==> config.mk <==
export PLATFORM = sky130hd
export DESIGN_NAME = alu_multicycle_flat
export DESIGN_NICKNAME = d
export VERILOG_FILES = /design/src/rtl/alu_pkg.sv /design/src/rtl/alu_multicycle_if.sv /design/src/rtl/alu_multicycle_mul_div_unit.sv /design/src/rtl/alu_multicycle.sv /design/src/flat_wrapper.sv
export SDC_FILE = /design/constraint.sdc
export NUM_CORES = 1
export LEC_CHECK = 0
export ABC_AREA = 1
export CAP_MARGIN = 20
export CELL_PAD_IN_SITES_DETAIL_PLACEMENT = 1
export CELL_PAD_IN_SITES_GLOBAL_PLACEMENT = 1
export CORE_UTILIZATION = 31
export DETAILED_ROUTE_END_ITERATION = 10
export HOLD_SLACK_MARGIN = 0.12
export PLACE_DENSITY = 0.62
export SLEW_MARGIN = 20
export SYNTH_ARGS = -nofsm -noshare
export SYNTH_HDL_FRONTEND = slang
export SYNTH_SLANG_ARGS = --single-unit
==> constraint.sdc <==
create_clock -name clk -period 4.3 [get_ports clk]
set_input_delay 0.86 -clock clk [delete_from_list [all_inputs] [get_ports clk]]
set_output_delay 0.86 -clock clk [all_outputs]
set_load 0.01 [all_outputs]
==> src/rtl/alu_pkg.sv <==
// Shared definitions for the multicycle ALU: control codes, FSM states, default width.
package alu_pkg;

  localparam int ALU_DEFAULT_WIDTH = 32;

  localparam logic [3:0] ALU_CTRL_AND = 4'b0000;
  localparam logic [3:0] ALU_CTRL_OR  = 4'b0001;
  localparam logic [3:0] ALU_CTRL_ADD = 4'b0010;
  localparam logic [3:0] ALU_CTRL_XOR = 4'b0011;
  localparam logic [3:0] ALU_CTRL_SUB = 4'b0110;
  localparam logic [3:0] ALU_CTRL_SLT = 4'b0111;
  localparam logic [3:0] ALU_CTRL_MUL = 4'b1000;
  localparam logic [3:0] ALU_CTRL_NOR = 4'b1100;
  localparam logic [3:0] ALU_CTRL_DIV = 4'b1111;

  typedef enum logic [1:0] {
    IDLE,
    RUN,
    FIX
  } alu_state_e;

  function automatic logic is_multicycle(input logic [3:0] code);
    return (code == ALU_CTRL_MUL) || (code == ALU_CTRL_DIV);
  endfunction

endpackage

==> src/rtl/alu_multicycle_if.sv <==
// Request/response bundle between the EX-stage controller (master) and the ALU (slave).
interface alu_multicycle_if #(
  parameter int WIDTH = alu_pkg::ALU_DEFAULT_WIDTH
) ();

  logic             start;
  logic [3:0]       alu_control;
  logic [WIDTH-1:0] src_a;
  logic [WIDTH-1:0] src_b;
  logic [WIDTH-1:0] result;
  logic [WIDTH-1:0] result_hi;
  logic             zero;
  logic             div_by_zero;
  logic             busy;
  logic             done;

  modport master (
    output start, alu_control, src_a, src_b,
    input  result, result_hi, zero, div_by_zero, busy, done
  );

  modport slave (
    input  start, alu_control, src_a, src_b,
    output result, result_hi, zero, div_by_zero, busy, done
  );

endinterface

==> src/rtl/alu_multicycle_mul_div_unit.sv <==
// Iterative signed MUL/DIV datapath: works on operand magnitudes for WIDTH steps,
// then applies the sign fix-up combinationally from the final registers.
module mul_div_unit
  import alu_pkg::*;
#(
  parameter int WIDTH = ALU_DEFAULT_WIDTH
) (
  input  logic             clk,
  input  logic             rst,
  input  logic             start,
  input  logic             is_div,
  input  logic [WIDTH-1:0] src_a,
  input  logic [WIDTH-1:0] src_b,
  output logic             last,
  output logic [WIDTH-1:0] res_lo,
  output logic [WIDTH-1:0] res_hi,
  output logic             div_by_zero
);

  localparam int CW = $clog2(WIDTH + 1);

  logic             running_q, running_d;
  logic [CW-1:0]    count_q, count_d;
  logic [WIDTH-1:0] acc_q, acc_d;
  logic [WIDTH-1:0] sr_q, sr_d;
  logic [WIDTH-1:0] op_q, op_d;
  logic [WIDTH-1:0] a_q, a_d;
  logic             neg_b_q, neg_b_d;
  logic             is_div_q, is_div_d;
  logic             dbz_q, dbz_d;

  logic [WIDTH-1:0]   mag_a, mag_b, sub_diff;
  logic [WIDTH:0]     add_sum, shifted;
  logic               neg_a;
  logic [2*WIDTH-1:0] prod;

  // MUL: acc:sr is the shifting product, sr starts as the multiplier.
  // DIV: acc is the partial remainder, sr shifts the dividend out and the quotient in.
  always_comb begin
    mag_a    = src_a[WIDTH-1] ? -src_a : src_a;
    mag_b    = src_b[WIDTH-1] ? -src_b : src_b;
    add_sum  = {1'b0, acc_q} + (sr_q[0] ? {1'b0, op_q} : '0);
    shifted  = {acc_q, sr_q[WIDTH-1]};
    sub_diff = shifted[WIDTH-1:0] - op_q;

    running_d = running_q;
    count_d   = count_q;
    acc_d     = acc_q;
    sr_d      = sr_q;
    op_d      = op_q;
    a_d       = a_q;
    neg_b_d   = neg_b_q;
    is_div_d  = is_div_q;
    dbz_d     = dbz_q;

    if (start) begin
      running_d = 1'b1;
      count_d   = '0;
      acc_d     = '0;
      sr_d      = is_div ? mag_a : mag_b;
      op_d      = is_div ? mag_b : mag_a;
      a_d       = src_a;
      neg_b_d   = src_b[WIDTH-1];
      is_div_d  = is_div;
      dbz_d     = is_div && (src_b == '0);
    end else if (running_q) begin
      count_d = count_q + CW'(1);
      if (count_q == CW'(WIDTH - 1)) begin
        running_d = 1'b0;
      end
      if (is_div_q) begin
        if (shifted >= {1'b0, op_q}) begin
          acc_d = sub_diff;
          sr_d  = {sr_q[WIDTH-2:0], 1'b1};
        end else begin
          acc_d = shifted[WIDTH-1:0];
          sr_d  = {sr_q[WIDTH-2:0], 1'b0};
        end
      end else begin
        acc_d = add_sum[WIDTH:1];
        sr_d  = {add_sum[0], sr_q[WIDTH-1:1]};
      end
    end
  end

  // Quotient sign is the XOR of operand signs; remainder follows the dividend.
  always_comb begin
    neg_a = a_q[WIDTH-1];
    prod  = {acc_q, sr_q};
    if (neg_a ^ neg_b_q) begin
      prod = -prod;
    end
    if (is_div_q) begin
      if (dbz_q) begin
        res_lo = '1;
        res_hi = a_q;
      end else begin
        res_lo = (neg_a ^ neg_b_q) ? -sr_q : sr_q;
        res_hi = neg_a ? -acc_q : acc_q;
      end
    end else begin
      res_lo = prod[WIDTH-1:0];
      res_hi = prod[2*WIDTH-1:WIDTH];
    end
    div_by_zero = dbz_q;
    last        = running_q && (count_q == CW'(WIDTH - 1));
  end

  always_ff @(posedge clk) begin
    if (rst) begin
      running_q <= 1'b0;
      count_q   <= '0;
      acc_q     <= '0;
      sr_q      <= '0;
      op_q      <= '0;
      a_q       <= '0;
      neg_b_q   <= 1'b0;
      is_div_q  <= 1'b0;
      dbz_q     <= 1'b0;
    end else begin
      running_q <= running_d;
      count_q   <= count_d;
      acc_q     <= acc_d;
      sr_q      <= sr_d;
      op_q      <= op_d;
      a_q       <= a_d;
      neg_b_q   <= neg_b_d;
      is_div_q  <= is_div_d;
      dbz_q     <= dbz_d;
    end
  end

endmodule

==> src/rtl/alu_multicycle.sv <==
// EX-stage ALU: single-cycle logic/arith ops plus iterative signed MUL/DIV behind start/busy/done.
// Define ALU_EXT_LOGIC_EN to add XOR (0011) and NOR (1100); otherwise those codes execute ADD.
module alu_multicycle
  import alu_pkg::*;
#(
  parameter int WIDTH = ALU_DEFAULT_WIDTH
) (
  input logic              clk,
  input logic              rst,
  alu_multicycle_if.slave  bus
);

  alu_state_e       state_q, state_d;
  logic [WIDTH-1:0] result_q, result_d;
  logic [WIDTH-1:0] result_hi_q, result_hi_d;
  logic             zero_q, zero_d;
  logic             dbz_q, dbz_d;
  logic             busy_q, busy_d;
  logic             done_q, done_d;

  logic             md_start, md_last, md_dbz;
  logic [WIDTH-1:0] md_lo, md_hi;
  logic [WIDTH-1:0] alu_out;

  mul_div_unit #(.WIDTH(WIDTH)) u_mul_div (
    .clk         (clk),
    .rst         (rst),
    .start       (md_start),
    .is_div      (bus.alu_control == ALU_CTRL_DIV),
    .src_a       (bus.src_a),
    .src_b       (bus.src_b),
    .last        (md_last),
    .res_lo      (md_lo),
    .res_hi      (md_hi),
    .div_by_zero (md_dbz)
  );

  always_comb begin
    case (bus.alu_control)
      ALU_CTRL_AND: alu_out = bus.src_a & bus.src_b;
      ALU_CTRL_OR:  alu_out = bus.src_a | bus.src_b;
      ALU_CTRL_SUB: alu_out = bus.src_a - bus.src_b;
      ALU_CTRL_SLT: alu_out = {{(WIDTH-1){1'b0}}, ($signed(bus.src_a) < $signed(bus.src_b))};
`ifdef ALU_EXT_LOGIC_EN
      ALU_CTRL_XOR: alu_out = bus.src_a ^ bus.src_b;
      ALU_CTRL_NOR: alu_out = ~(bus.src_a | bus.src_b);
`endif
      default:      alu_out = bus.src_a + bus.src_b;
    endcase
  end

  // start is only honoured in IDLE, so a request during RUN/FIX never reaches the datapath.
  always_comb begin
    state_d     = state_q;
    result_d    = result_q;
    result_hi_d = result_hi_q;
    zero_d      = zero_q;
    dbz_d       = dbz_q;
    busy_d      = busy_q;
    done_d      = 1'b0;
    md_start    = 1'b0;

    case (state_q)
      IDLE: begin
        if (bus.start) begin
          if (is_multicycle(bus.alu_control)) begin
            md_start = 1'b1;
            busy_d   = 1'b1;
            state_d  = RUN;
          end else begin
            result_d    = alu_out;
            result_hi_d = '0;
            zero_d      = (alu_out == '0);
            dbz_d       = 1'b0;
            done_d      = 1'b1;
          end
        end
      end
      RUN: begin
        if (md_last) begin
          state_d = FIX;
        end
      end
      FIX: begin
        result_d    = md_lo;
        result_hi_d = md_hi;
        zero_d      = (md_lo == '0);
        dbz_d       = md_dbz;
        done_d      = 1'b1;
        busy_d      = 1'b0;
        state_d     = IDLE;
      end
      default: state_d = IDLE;
    endcase
  end

  always_ff @(posedge clk) begin
    if (rst) begin
      state_q     <= IDLE;
      result_q    <= '0;
      result_hi_q <= '0;
      zero_q      <= 1'b0;
      dbz_q       <= 1'b0;
      busy_q      <= 1'b0;
      done_q      <= 1'b0;
    end else begin
      state_q     <= state_d;
      result_q    <= result_d;
      result_hi_q <= result_hi_d;
      zero_q      <= zero_d;
      dbz_q       <= dbz_d;
      busy_q      <= busy_d;
      done_q      <= done_d;
    end
  end

  assign bus.result      = result_q;
  assign bus.result_hi   = result_hi_q;
  assign bus.zero        = zero_q;
  assign bus.div_by_zero = dbz_q;
  assign bus.busy        = busy_q;
  assign bus.done        = done_q;

endmodule

==> src/flat_wrapper.sv <==
// flat-port wrapper written by rule: the top's interface ports become plain ports
module alu_multicycle_flat import alu_pkg::*;
#(
  parameter int WIDTH = ALU_DEFAULT_WIDTH
)
  (clk, rst, bus_start, bus_alu_control, bus_src_a, bus_src_b, bus_result, bus_result_hi, bus_zero, bus_div_by_zero, bus_busy, bus_done);
  alu_multicycle_if #(.WIDTH(WIDTH)) bus_i ();
  input logic clk;
  input logic rst;
  input wire logic [$bits(bus_i.start)-1:0] bus_start;
  input wire logic [$bits(bus_i.alu_control)-1:0] bus_alu_control;
  input wire logic [$bits(bus_i.src_a)-1:0] bus_src_a;
  input wire logic [$bits(bus_i.src_b)-1:0] bus_src_b;
  output wire logic [$bits(bus_i.result)-1:0] bus_result;
  output wire logic [$bits(bus_i.result_hi)-1:0] bus_result_hi;
  output wire logic [$bits(bus_i.zero)-1:0] bus_zero;
  output wire logic [$bits(bus_i.div_by_zero)-1:0] bus_div_by_zero;
  output wire logic [$bits(bus_i.busy)-1:0] bus_busy;
  output wire logic [$bits(bus_i.done)-1:0] bus_done;
  assign bus_i.start = bus_start;
  assign bus_i.alu_control = bus_alu_control;
  assign bus_i.src_a = bus_src_a;
  assign bus_i.src_b = bus_src_b;
  assign bus_result = bus_i.result;
  assign bus_result_hi = bus_i.result_hi;
  assign bus_zero = bus_i.zero;
  assign bus_div_by_zero = bus_i.div_by_zero;
  assign bus_busy = bus_i.busy;
  assign bus_done = bus_i.done;
  alu_multicycle #(.WIDTH(WIDTH)) u_core (.clk(clk), .rst(rst), .bus(bus_i));
endmodule
==> summary.txt, run 1 <==
Run status
  – Outcome: complete, no violations

CTS
  – CTS tree: done
  – Cts repair resizes: 0
  – CTS sink count: 208
  – Num CTS Buffers: 26
  – Clk slew on worst S/H paths: 0.07 ns
  – Post-CTS setup buffers: 0
  – Root buffer cell: clkbuf_16
  – Worst skew pair latency: 0.58 ns
  – Hold_buf cts: 0
  – CTS H-tree lvls: 1
  – CTS Buffer Depth: 3

Cells and area
  – Final net count: 4772
  – Syn-to-layout area delta: 19.6%
  – Commonest non-fill, non-tap cell in the layout: nand2_1
  – FILL cells: 10500
  – Final core utilization: 0.376
  – Most frequent cells in the layout: nand2_1 (1093), inv_1 (612), nor2_1 (450)
  – Share of cells above drive strength 1: 0.0861
  – Layout Cells excl Fill: 5593

Timing
  – Tightest Pin Transition: 0.930 ns
  – Clock skew: 0.0172 ns
  – Maximum clock rate: 256 MHz
  – Finish-stage setup viols: 0
  – Crit share post-route: 0.909
  – Hold Fails Final Rpt: 0
  – RSZ-0062 raised after global routing: no
  – Fin crit period: 3.91 ns
  – Hold Slack: 0.465 ns
  – Slew HR: 0.379
  – Slew Viols, Final: 0

Logic synthesis
  – Number of synthesized flops with an enable pin: 0
  – Post-Syn Area: 0.0244 sq mm
  – Number of synthesis warnings: 0
  – Seq/Total Area, Yosys: 0.170
  – Asr flop ratio synth: 0
  – Xor and xnor area share after synthesis: 0.0469
  – Adder-cell share of the synthesized area: 0.0877
  – Ys flop type: dfxtp_1
  – Count of cell types in the netlist: 65
  – Synth Area in Simple Gates: 0.360
  – Post-Syn Instances: 4277
  – Mux contribution to synthesized area: 0
  – FF+latch count, synth: 208
  – Avg Inst Size Synth: 5.71 sq um
  – Syn nets: 4517
  – Synth Area in Compound Gates: 0.203
  – Main combinational cell family by area after synthesis: simple AND/OR/NAND/NOR gates

Setup path
  – Crit-path max FO: 9
  – Delay-heaviest family, CP: simple AND/OR/NAND/NOR gates
  – Startpoint types: input pin
  – Crit path cell chain: clkdlybuf4s50_1, inv_1, ha_1, buf_4, nand2_1, nand2_1, inv_1, nand2_1, nand2_1, nand2_1, nand2_1, nand2_1, nand2_1, nand2_1, nand2_1, nand3_1, nand3_1, nor2_1, nand2_1, nor2_1, nand3_1, a21oi_1
  – Largest stage delay, worst path: 0.57 ns
  – CP endpoint kind: flop
  – CP Data Required Time: 4.80 ns
  – WP buf/inv: 4
  – Worst path slowest cell: clkdlybuf4s50_1
  – Critical Path AT: 4.41 ns
  – Crit path top cell by count: nand2_1
  – Worst path depth: 22
  – Cells on worst reg2reg path: 21
  – Setup Crit Path Kind: input pin to flop

Floorplan
  – Core Region: 0.0777 sq mm
  – Die Ht: 283 um
  – I/O pin count: 139
  – Starting Density: 0.314
  – Die ar.: 0.0800 sq mm
  – FP Rows: 102
  – Horiz. Die Dim: 283 um

Global route
  – Largest net degree at the start of global routing: 69
  – First-pass GRT wire length: 195000 um
  – Antenna violations before repair: 4
  – Vias in the first global route: 29100
  – Grt ovf: 0
  – GRT Total Usage: 0.331

Route
  – Drt pass-1 iters: 5
  – Final ANT Viol Nets: 0
  – DR vias/cell: 5.49
  – Initial DRC count: 3158
  – WL per Instance: 24.2 um
  – Final WL: 136000 um
  – Via count: 30700
  – Remaining routing DRC violations: 0

Place
  – Final GP Congestion: 0.985
  – Hpwl dp: 113000 um
  – PortBufs: 138
  – Cell count after placement: 5544

Hold path
  – Hold Crit Class: flop to flop
  – Hold depth: 2

Power
  – Power per cell area: 270 mW/mm^2
  – PnR Total Power: 7.89 mW
  – Peak supply drop: 276 uV
  – Lkg Pwr: 14.7 nW

Flow run
  – Max cap viols: 0
-- per-layer routing --
metal	track usage	share of wire	wire, um
met5	0	0	0
met4	0.0954	0.031	4240
met3	0.0354	0.071	9610
met2	0.507	0.42	57400
met1	0.484	0.47	64400
-- stage by stage --
step	worst slack (ns)	setup TNS, ns	cell area [sq um]
after global routing	0.285	0	29200
after floorplan	1.42	0	24400
after global placement	-0.00324	-0.00324	28300
after detailed placement	-0.0498	-0.0498	28300
after CTS	0.536	0	29200
final	0.390	0	29200
-- registers in the layout (all words and copies together), names as in the netlist --
register,flops
u_core.u_mul_div.running_q,1
u_core.u_mul_div.count_q,6
u_core.u_mul_div.is_div_q,1
u_core.u_mul_div.op_q,32
u_core.u_mul_div.neg_b_q,1
u_core.bus.div_by_zero,1
u_core.bus.done,1
u_core.bus.result_hi,32
u_core.u_mul_div.a_q,32
u_core.state_q,2
u_core.u_mul_div.sr_q,32
u_core.bus.zero,1
u_core.bus.result,32
u_core.u_mul_div.acc_q,32
u_core.bus.busy,1
u_core.u_mul_div.div_by_zero,1
-- power by group --
group	leakage, nW	switching [mW]	total (mW)	internal (mW)
registers	1.69	0.138	2.15	2.01
logic	12.5	2.28	3.38	1.10
clock network	0.442	0.983	2.36	1.38
total	14.7	3.40	7.89	4.49
-- worst min-delay path: stages (launching register included) --
cell and delay, ns:
dfxtp_1 0.31, nand2_1 0.06, a21oi_1 0.05
-- logic make-up after synthesis --
| logic type | count (synthesis) |
|---|---|
| adder cells (fa/ha/maj) | 169 |
| AND/OR/NAND/NOR | 2074 |
| buffers and inverters | 813 |
| flip-flops | 208 |
| XOR/XNOR | 131 |
| AO/OA/AOI/OAI | 882 |
-- cell type report --
type / count / area [sq um] / area share
Inverter: 636 / 2390 / 0.0818
Sequential cell: 208 / 4170 / 0.143
Tap cell: 1040 / 1300 / 0.0445
Multi-Input combinational cell: 3256 / 17000 / 0.583
Clock buffer: 34 / 732 / 0.0250
Clock inverter: 14 / 159 / 0.00543
Timing Repair Buffer: 404 / 3440 / 0.118
Antenna cell: 1 / 2.50 / 0.0000856
-- cell usage after synthesis, types with 9 or more instances --
library cell	instances	share of area
nand2_1	1094	0.17
inv_1	613	0.094
nor2_1	451	0.069
a21oi_1	353	0.072
nand3_1	315	0.065
o21ai_0	287	0.059
dfxtp_1	208	0.17
ha_1	165	0.084
xor2_1	112	0.040
clkbuf_1	83	0.013
nand4_1	63	0.016
nor3_1	62	0.013
buf_2	47	0.0096
a31oi_1	46	0.012
o211ai_1	45	0.014
buf_1	24	0.0037
o22ai_1	23	0.0059
nand3b_1	22	0.0068
o21ai_1	22	0.0045
xnor2_1	19	0.0068
o21bai_1	18	0.0055
inv_2	15	0.0023
o221ai_1	15	0.0054
buf_4	12	0.0037
nor4_1	12	0.0031
nand2_2	11	0.0028
a21o_1	10	0.0031
or2_2	10	0.0026
a211oi_1	9	0.0028
o21a_1	9	0.0028
-- final timing paths --
kind | end | from | slack, ns
worst min-delay path | u_core.bus.result_hi[17]$_SDFFE_PP0P_ | u_core.bus.result_hi[17]$_SDFFE_PP0P_ | 0.47
worst max register to register | u_core.u_mul_div.acc_q[27]$_SDFFE_PP0P_ | u_core.u_mul_div.sr_q[0]$_SDFFE_PP0P_ | 0.53
worst max-delay path | u_core.bus.zero$_SDFFE_PP0P_ | bus_src_b[2] | 0.39
worst min register to register | u_core.bus.result_hi[17]$_SDFFE_PP0P_ | u_core.bus.result_hi[17]$_SDFFE_PP0P_ | 0.47
No activity file was read; power rests on OpenSTA's default activity.
==> run 2, diff against run 1 <==
--- a/config.mk
+++ b/config.mk
@@ -11,7 +11,7 @@
 export CELL_PAD_IN_SITES_GLOBAL_PLACEMENT = 1
 export CORE_UTILIZATION = 31
 export DETAILED_ROUTE_END_ITERATION = 10
-export HOLD_SLACK_MARGIN = 0.12
+export HOLD_SLACK_MARGIN = 0.06
 export PLACE_DENSITY = 0.62
 export SLEW_MARGIN = 20
 export SYNTH_ARGS = -nofsm -noshare
==> results of run 2 <==
Final layout, timing and power as in run 1 (identical DEF).
==> run 3, diff against run 2 <==
==> constraint.sdc (replaced) <==
create_clock -name clk -period 4.7 [get_ports clk]
set_input_delay 0.94 -clock clk [delete_from_list [all_inputs] [get_ports clk]]
set_output_delay 0.94 -clock clk [all_outputs]
set_load 0.01 [all_outputs]
==> summary.txt, run 3 (synthesized netlist as in run 1, its figures left out) <==
Power
  – Lkg Pwr: 14.0 nW (-4.8%)
  – Power per cell area: 252 mW/mm^2 (-6.5%)
  – Peak supply drop: 260 uV (-5.6%)

CTS
  – CTS tree: done
  – Hold_buf cts: 0 (unchanged)
  – CTS sink count: 208 (unchanged)
  – CTS H-tree lvls: 1 (unchanged)
  – Clk slew on worst S/H paths: 0.06 ns (about the same)
  – Post-CTS setup buffers: 0 (unchanged)
  – Worst skew pair latency: 0.58 ns (about the same)
  – CTS Buffer Depth: 3 (unchanged)
  – Root buffer cell: clkbuf_16
  – Cts repair resizes: 0 (unchanged)
  – Num CTS Buffers: 27 (+3.8%)

Route
  – Initial DRC count: 2873 (-9.0%)
  – Final ANT Viol Nets: 0 (unchanged)
  – WL per Instance: 24.8 um (+2.4%)
  – Remaining routing DRC violations: 0 (unchanged)
  – Final WL: 135000 um (-0.28%)
  – Via count: 30000 (-2.4%)
  – DR vias/cell: 5.50 (+0.20%)
  – Drt pass-1 iters: 5 (unchanged)

Setup path
  – Crit path top cell by count: nand3_1
  – Startpoint types: input pin
  – WP buf/inv: 4 (unchanged)
  – Crit path cell chain: clkdlybuf4s50_1, inv_1, ha_1, buf_4, nand2_1, nor2_1, inv_1, nor2_1, nand4_1, nand3_1, nand2_1, nand3_1, nand3_1, nor2_1, nand3_1, nor2_1, nand3_1, a21oi_1
  – Setup Crit Path Kind: input pin to flop
  – CP Data Required Time: 5.20 ns (+0.40 ns)
  – Crit-path max FO: 6 (-3)
  – Worst path slowest cell: clkdlybuf4s50_1
  – Largest stage delay, worst path: 0.59 ns (+0.02 ns)
  – Critical Path AT: 5.00 ns (+0.59 ns)
  – Delay-heaviest family, CP: simple AND/OR/NAND/NOR gates
  – CP endpoint kind: flop

Global route
  – First-pass GRT wire length: 197000 um (+1.0%)
  – GRT Total Usage: 0.334 (+0.00294)
  – Grt ovf: 0 (unchanged)
  – Vias in the first global route: 29000 (-0.47%)
  – Largest net degree at the start of global routing: 67 (-2.9%)
  – Antenna violations before repair: 7 (+3)

Floorplan
  – Die Ht: 283 um (unchanged)
  – Die ar.: 0.0800 sq mm (unchanged)
  – Horiz. Die Dim: 283 um (unchanged)
  – Starting Density: 0.314 (unchanged)
  – Core Region: 0.0777 sq mm (unchanged)
  – I/O pin count: 139 (unchanged)
  – FP Rows: 102 (unchanged)

Cells and area
  – Layout Cells excl Fill: 5449 (-2.6%)
  – Final net count: 4628 (-3.0%)
  – Final instance area: 0.0282 sq mm (-3.7%)
  – Share of cells above drive strength 1: 0.0560 (-0.0301)
  – Most frequent cells in the layout: nand2_1 (1093), inv_1 (612), nor2_1 (450)
  – Syn-to-layout area delta: 15.2%
  – Commonest non-fill, non-tap cell in the layout: nand2_1

Timing
  – Worst Setup Slack, final: 0.199 ns (-0.191 ns)
  – Clock skew: 0.0215 ns (+0.00431 ns)
  – Hold Fails Final Rpt: 0 (unchanged)
  – Maximum clock rate: 222 MHz
  – Hold Slack: 0.458 ns (-0.00721 ns)
  – Slew Viols, Final: 0 (unchanged)
  – Fin crit period: 4.50 ns
  – Slew HR: 0.368 (-0.0113)
  – Tightest Pin Transition: 0.942 ns (+0.0125 ns)
  – RSZ-0062 raised after global routing: no
  – Crit share post-route: 0.958
  – Finish-stage setup viols: 0 (unchanged)
  – TNS Setup: 0 ns (unchanged)

Run status
  – Outcome: complete, no violations

Place
  – Cell count after placement: 5399 (-2.6%)
  – Placed Area: 0.0272 sq mm (-3.9%)
  – PortBufs: 138 (unchanged)
  – Pre-CTS setup slack: -0.142 ns (-0.0918 ns)
  – Hpwl dp: 112000 um (-1.2%)
  – Final GP Congestion: 1.03 (+4.4%)

Hold path
  – Hold Crit Class: flop to flop

Flow run
  – Max cap viols: 0 (unchanged)
run 3: path summary, 6_finish.rpt:
kind	startpoint	endpoint	slack (ns)	cells past startpoint
min reg2reg	u_core.bus.div_by_zero$_SDFFE_PP0P_	u_core.bus.div_by_zero$_SDFFE_PP0P_	0.46	2
max	bus_src_a[17]	u_core.bus.zero$_SDFFE_PP0P_	0.20	18
min	u_core.bus.div_by_zero$_SDFFE_PP0P_	u_core.bus.div_by_zero$_SDFFE_PP0P_	0.46	2
max reg2reg	u_core.u_mul_div.sr_q[0]$_SDFFE_PP0P_	u_core.u_mul_div.acc_q[30]$_SDFFE_PP0P_	1.00	17
run 3: area by class of cell:
cell class | instances | area, sq um
Multi-Input combinational cell | 3256 | 17000
Fill cell | 10500 | 49600
Clock inverter | 8 | 98.8
Clock buffer | 41 | 818
Sequential cell | 208 | 4170
Antenna cell | 1 | 2.50
Inverter | 636 | 2390
Timing Repair Buffer | 259 | 2330
Tap cell | 1040 | 1300
run 3: metrics by stage:
stage          total power [mW]   util
6_report                   7.11  0.362
3_5_place_dp               4.86  0.350
4_1_cts                    7.05  0.362
5_1_grt                    7.44  0.362
2_1_floorplan              3.72      -
3_3_place_gp               4.85  0.350
run 3: power breakdown:
group	total, mW	internal [mW]	switching [mW]
logic	2.94	0.893	2.04
clock network	2.20	1.30	0.897
registers	1.97	1.84	0.134
run 3: per-layer routing:
metal,GRT usage,up-vias,part of all wire
li1,-,14100,-
met1,0.485,14700,0.47
met2,0.505,1015,0.42
met3,0.0481,185,0.076
met4,0.0972,2,0.032
met5,0,-,0.000089
run 3: tightest hold or removal path, stage by stage (launching register included):
cell and delay (ns):
dfxtp_1 0.30, nand2_1 0.06, a21oi_1 0.05
